$ cat config.mk
export PLATFORM = sky130hd
export DESIGN_NAME = urv_writeback
export DESIGN_NICKNAME = d
export VERILOG_FILES = /design/src/rtl/urv_defs.sv /design/src/rtl/urv_load_align.sv /design/src/rtl/urv_writeback.sv
export SDC_FILE = /design/constraint.sdc
export NUM_CORES = 1
export LEC_CHECK = 0
export CAP_MARGIN = 10
export CORE_MARGIN = 1.5
export CORE_UTILIZATION = 40
export DETAILED_ROUTE_END_ITERATION = 12
export PLACE_DENSITY = 0.84
export SYNTH_ARGS = -nofsm -noshare
export SYNTH_HDL_FRONTEND = slang
export SYNTH_SLANG_ARGS = --single-unit
$ cat constraint.sdc
create_clock -name clk_i -period 2.3 [get_ports clk_i]
set_input_delay 0.46 -clock clk_i [delete_from_list [all_inputs] [get_ports clk_i]]
set_output_delay 0.46 -clock clk_i [all_outputs]
set_load 0.03 [all_outputs]
$ cat src/rtl/urv_defs.sv
// Shared definitions for the uRV writeback stage: load funct3 codes,
// FSM state encoding and the W-stage register payload.
package urv_defs;

   localparam int unsigned XLEN  = 32;
   localparam int unsigned REG_W = 5;
   localparam int unsigned FUN_W = 3;

   localparam logic [FUN_W-1:0] FUN_LB  = 3'b000;
   localparam logic [FUN_W-1:0] FUN_LH  = 3'b001;
   localparam logic [FUN_W-1:0] FUN_LW  = 3'b010;
   localparam logic [FUN_W-1:0] FUN_LBU = 3'b100;
   localparam logic [FUN_W-1:0] FUN_LHU = 3'b101;

   typedef enum logic [0:0] {
      ST_IDLE      = 1'b0,
      ST_LOAD_WAIT = 1'b1
   } wb_state_e;

   typedef struct packed {
      logic [REG_W-1:0] rd;
      logic [XLEN-1:0]  value;
      logic             rd_write;
      logic             load;
      logic [FUN_W-1:0] fun;
      logic [1:0]       addr;
   } wb_entry_t;

endpackage

$ cat src/rtl/urv_load_align.sv
// Load data formatter: picks the byte/halfword lane addressed by the load
// and sign- or zero-extends it according to funct3.
module urv_load_align
   import urv_defs::*;
(
   input  logic [FUN_W-1:0] fun_i,
   input  logic [1:0]       addr_i,
   input  logic [XLEN-1:0]  data_i,
   output logic [XLEN-1:0]  value_o
);

   logic [7:0]  byte_c;
   logic [15:0] half_c;

   always_comb begin
      byte_c  = data_i[7:0];
      half_c  = addr_i[1] ? data_i[31:16] : data_i[15:0];
      value_o = data_i;

      case (addr_i)
         2'd0: byte_c = data_i[7:0];
         2'd1: byte_c = data_i[15:8];
         2'd2: byte_c = data_i[23:16];
         2'd3: byte_c = data_i[31:24];
         default: byte_c = data_i[7:0];
      endcase

      // Unlisted funct3 codes fall through to the full-word format
      case (fun_i)
         FUN_LB:  value_o = {{24{byte_c[7]}}, byte_c};
         FUN_LBU: value_o = {24'd0, byte_c};
         FUN_LH:  value_o = {{16{half_c[15]}}, half_c};
         FUN_LHU: value_o = {16'd0, half_c};
         FUN_LW:  value_o = data_i;
         default: value_o = data_i;
      endcase
   end

endmodule

$ cat src/rtl/urv_writeback.sv
// uRV writeback stage: holds the retiring instruction, waits for load data,
// and drives the register-file write port plus the W->X bypass.
module urv_writeback
   import urv_defs::*;
(
   input  logic              clk_i,
   input  logic              rst_i,
   input  logic              x_valid_i,
   input  logic [REG_W-1:0]  x_rd_i,
   input  logic [XLEN-1:0]   x_rd_value_i,
   input  logic              x_rd_write_i,
   input  logic              x_load_i,
   input  logic [FUN_W-1:0]  x_fun_i,
   input  logic [1:0]        x_dm_addr_i,
   input  logic [XLEN-1:0]   dm_data_l_i,
   input  logic              dm_load_done_i,
   output logic              w_stall_o,
   output logic [REG_W-1:0]  rf_rd_o,
   output logic [XLEN-1:0]   rf_rd_value_o,
   output logic              rf_rd_store_o,
   output logic              w_bypass_rd_write_o,
   output logic [XLEN-1:0]   w_bypass_rd_value_o,
   output logic              w_valid_o
);

   wb_state_e state_q, state_d;
   logic      w_valid_q, w_valid_d;
   wb_entry_t w_q, w_d;
   logic [XLEN-1:0] load_value_c;

   urv_load_align u_load_align (
      .fun_i   (w_q.fun),
      .addr_i  (w_q.addr),
      .data_i  (dm_data_l_i),
      .value_o (load_value_c)
   );

   // Retire/stall decision and W capture; a captured load enters LOAD_WAIT
   // at the capture edge so nothing can overwrite it before its data returns.
   always_comb begin
      state_d       = state_q;
      w_valid_d     = w_valid_q;
      w_d           = w_q;
      w_stall_o     = 1'b0;
      w_valid_o     = 1'b0;
      rf_rd_o       = w_q.rd;
      rf_rd_value_o = w_q.load ? load_value_c : w_q.value;

      if (state_q == ST_LOAD_WAIT) begin
         if (dm_load_done_i) begin
            w_valid_o = w_valid_q;
            state_d   = ST_IDLE;
         end else begin
            w_stall_o = 1'b1;
         end
      end else if (w_valid_q) begin
         if (w_q.load) begin
            state_d = ST_LOAD_WAIT;
         end else begin
            w_valid_o = 1'b1;
         end
      end

      rf_rd_store_o = w_valid_o && w_q.rd_write && (w_q.rd != '0);

      if (w_valid_o) begin
         w_valid_d = 1'b0;
      end

      if (x_valid_i && !w_stall_o) begin
         w_valid_d    = 1'b1;
         w_d.rd       = x_rd_i;
         w_d.value    = x_rd_value_i;
         w_d.rd_write = x_rd_write_i;
         w_d.load     = x_load_i;
         w_d.fun      = x_fun_i;
         w_d.addr     = x_dm_addr_i;
         state_d      = x_load_i ? ST_LOAD_WAIT : ST_IDLE;
      end
   end

   assign w_bypass_rd_write_o = rf_rd_store_o;
   assign w_bypass_rd_value_o = rf_rd_value_o;

   always_ff @(posedge clk_i or posedge rst_i) begin
      if (rst_i) begin
         state_q   <= ST_IDLE;
         w_valid_q <= 1'b0;
         w_q       <= '0;
      end else begin
         state_q   <= state_d;
         w_valid_q <= w_valid_d;
         w_q       <= w_d;
      end
   end

endmodule

---- After elaboration in Yosys (flattened, before gate mapping) ----
Index checks and enable logic that the tools add are counted.
storage, ports and cells
  register bits ........................... 46
  bits in latches ......................... 0
  RAM bits ................................ 0
  bits in read-only memories .............. 0
  input port bits ......................... 80
  output and inout bits ................... 73
  logic and storage cells ................. 39
  memories kept ........................... 0
operators by class
  $add $sub $neg .......................... 0
  multiply operators ...................... 0
  divide/modulo/power cells ............... 0
  order comparisons ....................... 0
  equality and inequality tests ........... 6
  shift-type cells ........................ 0
  multiplexer cells ....................... 17
  bitwise logic cells ..................... 0
  reduce and logical (&&, ||, !) cells .... 8
operators by type and width
  cell                  number
  $pmux W32 S4          1
  $mux W32              1
  $pmux W8 S4           1
  $mux W16              1
  $mux W1               13
  $eq A3 B3 Y1 const B  2
  $reduce_bool A5 Y1    1
  $eq A2 B2 Y1 const B  2
  $eq A3 B1 Y1 const B  1
  $logic_and A1 B1 Y1   3
  $logic_not A3 Y1      1
  $eq A2 B1 Y1 const B  1
  $logic_not A2 Y1      1
  $reduce_bool A2 Y1    1
  $logic_not A1 Y1      1

---- Longest topological paths before layout ----
Gate-level depths: netlist of the first run.
  word-level depth ........................ 5
  mapped depth ............................ 7
  mapped depth without buffers ............ 4

---- Cells and area by module ----
A second synthesis of the first run with hierarchy kept.
second synthesis, totals
  cell total of the unflattened synthesis .. 296
  area total of the unflattened synthesis .. 3273.1 µm²
by module, submodules not included
  module          instances  cells each  area an instance (µm²)  seq. area each (µm²)
  urv_writeback   1          185         2605.0                  1151.1
  urv_load_align  1          111         668.1                   0.0

---- Least setup slack after synthesis of the first run ----
OpenSTA, ideal clock, no wires.
  kind .................................... flip-flop to output port
  from .................................... reg w_q[1] in the netlist's numbering
  to ...................................... out w_bypass_rd_value_o[7]
  arrival ................................. 1.936 ns
  required time ........................... 1.840 ns
  setup slack ............................. -0.096 ns
  stages on the path, launching flop included .. 8
  path buffers ............................ 4
  cells stage by stage .................... dfrtp_1 buf_6 buf_4 buf_4 nand3_1 a31o_2 a31oi_1 buf_4
on the way
  word-level cells in the longest chain between the ends .. 4
  elaborated cells between the ends (all ways) .. 8
  classes of those cells .................. eq/ne: 3; mux: 4; reduce/logical: 1
ends and longest elaborated chain
  item                                        line                  source
  start: declaration                          urv_writeback.sv:28   wb_entry_t w_q, w_d;
  start signal: assignment                    urv_writeback.sv:93   w_q <= w_d;
  $eq A2 B2 Y1, or another cell as far along  urv_load_align.sv:20  case (addr_i)
  $pmux W8 S4                                 urv_load_align.sv:20
  $pmux W32 S4 (*)                            urv_load_align.sv:29  case (fun_i)
  $mux W32 (*)                                urv_writeback.sv:47   rf_rd_value_o = w_q.load ? load_value_c : w_q.value;
  end: declaration                            urv_writeback.sv:22   output logic [XLEN-1:0] w_bypass_rd_value_o,
Mark *: on every way between the ends. The rest lies on a longest branch, timed or not.

---- Final worst setup path of the first run ----
  from .................................... reg w_q[1] in the netlist's numbering
  to ...................................... out rf_rd_value_o[11]
on the way
  word-level cells in the longest chain between the ends .. 4
  elaborated cells between the ends (all ways) .. 8
  classes of those cells .................. eq/ne: 3; mux: 4; reduce/logical: 1
ends and longest elaborated chain
  item                                        line                  source
  $eq A2 B2 Y1, or another cell as far along  urv_load_align.sv:20
  $pmux W8 S4                                 urv_load_align.sv:20
  $pmux W32 S4 (*)                            urv_load_align.sv:29
  $mux W32 (*)                                urv_writeback.sv:47
  end: declaration                            urv_writeback.sv:19   output logic [XLEN-1:0] rf_rd_value_o,
Marks and branches as above.

==> results list, run 1 <==
- The path class of the tightest hold or removal check is input port to async pin.
- Input and output buffers added on the ports amount to 152.
- For this run, the detailed router's first-pass iteration total came to 4.
- Die area: 0.007968 mm²
- Number of flops mapped to enable cells by yosys: 0
- Setup violations remaining at the end of the flow were counted as 60.
- The internal portion of the total power is 2.363 mW.
* Final worst hold slack: 0.4771 ns
* Pre-CTS setup slack: -0.3783 ns
- The multi-input combinational cells in the finished layout cover a total of 0.001707 mm².
- Antenna Violating Nets Remaining: 0
- The endpoint identified for the worst register-to-register timing path is w_q[29].
- Total routing usage reported by global routing: 23.52%
- Number of standard cells in the layout, taps in and fillers out: 528
* Run status: finished with violations
* Final setup slack of the worst path: -0.1232 ns
- Setup TNS after final layout: -4.623 ns
* Switching share of power: 42.77%
- For this design the total switching power over the nets is 1.766 mW.
- Summed over all layers, the routed wires come to 9807 µm.
- In this run the tightest slew margin relative to its limit is 70.27%.
* Proportion of synthesized chip area in sequential cells: 38.67%
- Top_reg_cell synth: dfrtp_1
- Max-slew violation total from the final report: 0
- The final critical path takes up 105.4% of the cycle.
* Combinational cell fraction of total power: 62.6%
- The synthesized netlist contains 41 unique library cells.
- # Max-Cap Violations: 0
- Based on the critical path, the design can be clocked at up to 0.4127 GHz.
- Worst reg-to-reg setup slack: 0.97 ns
* Antenna cells: 0
- The clock network burns 12.8% of the power.
- Post-synthesis sequential element count: 46
- Once placement finished, the instance area stood at 0.004354 mm².
- Power, Total: 4.128 mW
* Count of unresolved DRC violations after routing: 0
* Chip height: 89.27 µm
* Layout overhead on the synthesized area: 69.02%
* Synthesized area per cell: 10.59 µm²
* Final Net Count: 508
- Number of inserted filler cells in the final layout: 530
* Number of ports placed on the die boundary: 153
* Worst Path Class, Setup: flop to primary output
- Global-route wire length before repair: 14230 µm
- Antenna violations before repair: 0
- Source of the critical timing path: w_q[1]
- After detailed routing, the number of vias per cell comes to 5.398.
* Cell Rows: 31
* Pin count of the biggest net entering global routing: 46
- With fillers left out, the area of the finished cells amounts to 0.005031 mm².
- WP data required: 1.84 ns
- STA puts the critical path data arrival time at 1.96 ns.
- STA classifies the critical path endpoint as a primary output.
- Power spread over the standard cell area amounts to 820.6 mW/mm².
- From left edge to right edge, the die measures 89.27 µm.
- For the pin with the worst max-slew slack, the measured transition is 0.4453 ns.
- For this design, the CTS-stage hold fixing added 0 buffers.
* Static Leak: 2.162 nW
* Number of global-route vias before repair: 2902
* Starting utilization of the core area: 41.26%
* Number of cell instances on the worst register-to-register path: 4
- The post-route netlist has 53.61% of its cells at a drive strength greater than 1.
- Sequential cells burn 24.5% of the power.
- Detailed placement finished with a half-perimeter wire length of 6656 µm.
- Largest clock skew in the final design: 0.005640 ns
- In the synthesized netlist, the number of instances is 281.
- Maximum number of buffers from clock root to sink: 2
- Crit path to: rf_rd_value_o[11]
* Unrepaired setup endpoints after global routing: yes
* Count of final hold-check violations: 0
- In this run, CTS created clock tree buffers numbering 5.
- The total area inside the core boundary comes to 0.007214 mm².
* Met1 Routed Length: 3818 µm
- Clock-pin slew was measured on the worst setup and hold paths at 0.10 ns.
- Total length of routed met2 wires: 5223 µm
- Including well taps, the total number of placed cells is 506.
- Warnings from Yosys: 0
* Net count after synthesis: 361
* Share of async-settable or async-resettable flops after synthesis: 100.0%
- The final route contains 2850 vias.
- The library cell used most frequently in the layout, excluding fill and tap cells, is clkdlybuf4s50_1.
- Detailed-route wire length per cell: 18.57 µm
* CTS Root Cell: clkbuf_8
- VDD sags by at most 0.0005469 V.
* Area taken by flip-flops and latches: 0.001151 mm²
- Counting every sink on the clock net gives 46.
* Violated checks: setup timing
- At the end of routability-driven placement, the weighted congestion stood at 0.8588.
* Total congestion overflow: 0
- After synthesis the cells add up to 0.002977 mm².
* Clock latency reported for the late side of the worst-skew pair: 0.30 ns
- Measured on the finished design, the core utilization comes to 69.74%.
- Commonest non-fill, non-tap cells in the layout: 80 x clkdlybuf4s50_1, 60 x buf_4, 48 x buf_6
- Signal routing reaches up to met4.
- Maximum net fanout on the critical path: 7
- The H-tree was split into 2 levels.
* Crit path launch type: flop
- TritonCTS built the clock tree.
- Startpoint of the lowest-slack register-to-register path: state_q
- Wire segments on met3 add up to 618 µm in the final route.
- Min Clock Period, post-route: 2.423 ns
- For this block, the initial DRC count from the detailed router was 136.
==> layer usage <==
layer / up-vias / global-route usage (%)
met2: 128 / 42.58
met5: - / 0
met1: 1414 / 27.88
li1: 1293 / -
met4: 0 / 8.531
met3: 15 / 4.063
==> cells in the mapped netlist, types with 2 or more instances <==
master,number,area [µm²]
dfrtp_1,46,1151
mux2_2,45,506.7
buf_4,40,300.3
nand2_1,16,60.06
a31oi_1,13,81.33
a221o_2,12,135.1
nor2_1,12,45.04
buf_2,10,50.05
a22oi_1,8,60.06
a21o_1,6,45.04
inv_1,6,22.52
a22o_1,5,43.79
clkbuf_1,5,18.77
nand2b_1,5,31.28
nor2b_1,5,31.28
a2111oi_0,4,35.03
a221o_1,4,40.04
nor3_1,4,20.02
o221a_2,4,45.04
or2_2,4,25.02
a211oi_2,2,25.02
a21oi_1,2,10.01
buf_1,2,7.510
buf_6,2,22.52
nand3_1,2,10.01
o22ai_1,2,12.51
==> repair_timing <==
action                     4_1_cts  5_1_grt
resized for setup               82       44
setup endpoints to repair       64       64
buffers inserted                 8        8
pin swaps                        5       10
==> how the worst min path moves through the flow <==
stage | start | endpoint | slack, ns
2_1_floorplan | w_valid_q | w_valid_q | 0.45
3_3_place_gp | w_valid_q | w_valid_q | 0.46
5_1_grt | rst_i | state_q | 0.51
6_report | rst_i | rf_rd_o[1] | 0.48
3_5_place_dp | w_valid_q | w_valid_q | 0.47
4_1_cts | rst_i | state_q | 0.49
==> final cells by class <==
cell class	count	area share, %
Timing Repair Buffer	199	38.47
Clock buffer	7	1.716
Clock inverter	1	0.09948
Sequential cell	46	22.88
Multi-Input combinational cell	170	33.92
Inverter	6	0.4476
Tap cell	99	2.462
==> state kept, by name, indices dropped and copies added (netlist names) <==
register	cells
state_q	1
w_valid_q	1
rf_rd_o	5
w_q	39
==> cells by family (layout without fill, tap and decap cells) <==
group / after synthesis / in the layout / share of synthesized area (%)
compound gates: 67 / 67 / 19.29
flops: 46 / 46 / 38.67
simple gates: 56 / 56 / 9.626
buf+inv: 65 / 213 / 14.17
mux: 47 / 47 / 18.24
==> power groups by stage <==
stage	Sequential (mW)	Clock, mW	Combinational (mW)
after detailed placement	1.03	0	2.17
final	1.01	0.529	2.59
after global routing	1.03	0.573	2.71
after global placement	1.02	0	2.14
after floorplan	1.00	0	1.55
after CTS	1.01	0.538	2.41
==> worst max-delay path: stages, from the launching register on <==
cell	delay (ns)
dfrtp_1	0.39
buf_6	0.12
buf_8	0.12
and2b_2	0.26
buf_6	0.12
a21o_1	0.16
a22oi_2	0.19
a31oi_4	0.13
buf_6	0.16
(Power assumes the default switching activity.)
==> run 2: changes to the inputs <==
--- a/config.mk
+++ b/config.mk
@@ -5,7 +5,7 @@
 export SDC_FILE = /design/constraint.sdc
 export NUM_CORES = 1
 export LEC_CHECK = 0
-export CAP_MARGIN = 10
+export CAP_MARGIN = 20
 export CORE_MARGIN = 1.5
 export CORE_UTILIZATION = 40
 export DETAILED_ROUTE_END_ITERATION = 12
==> results of run 2 <==
The final DEF is identical to that of run 1; final timing and power are the same.
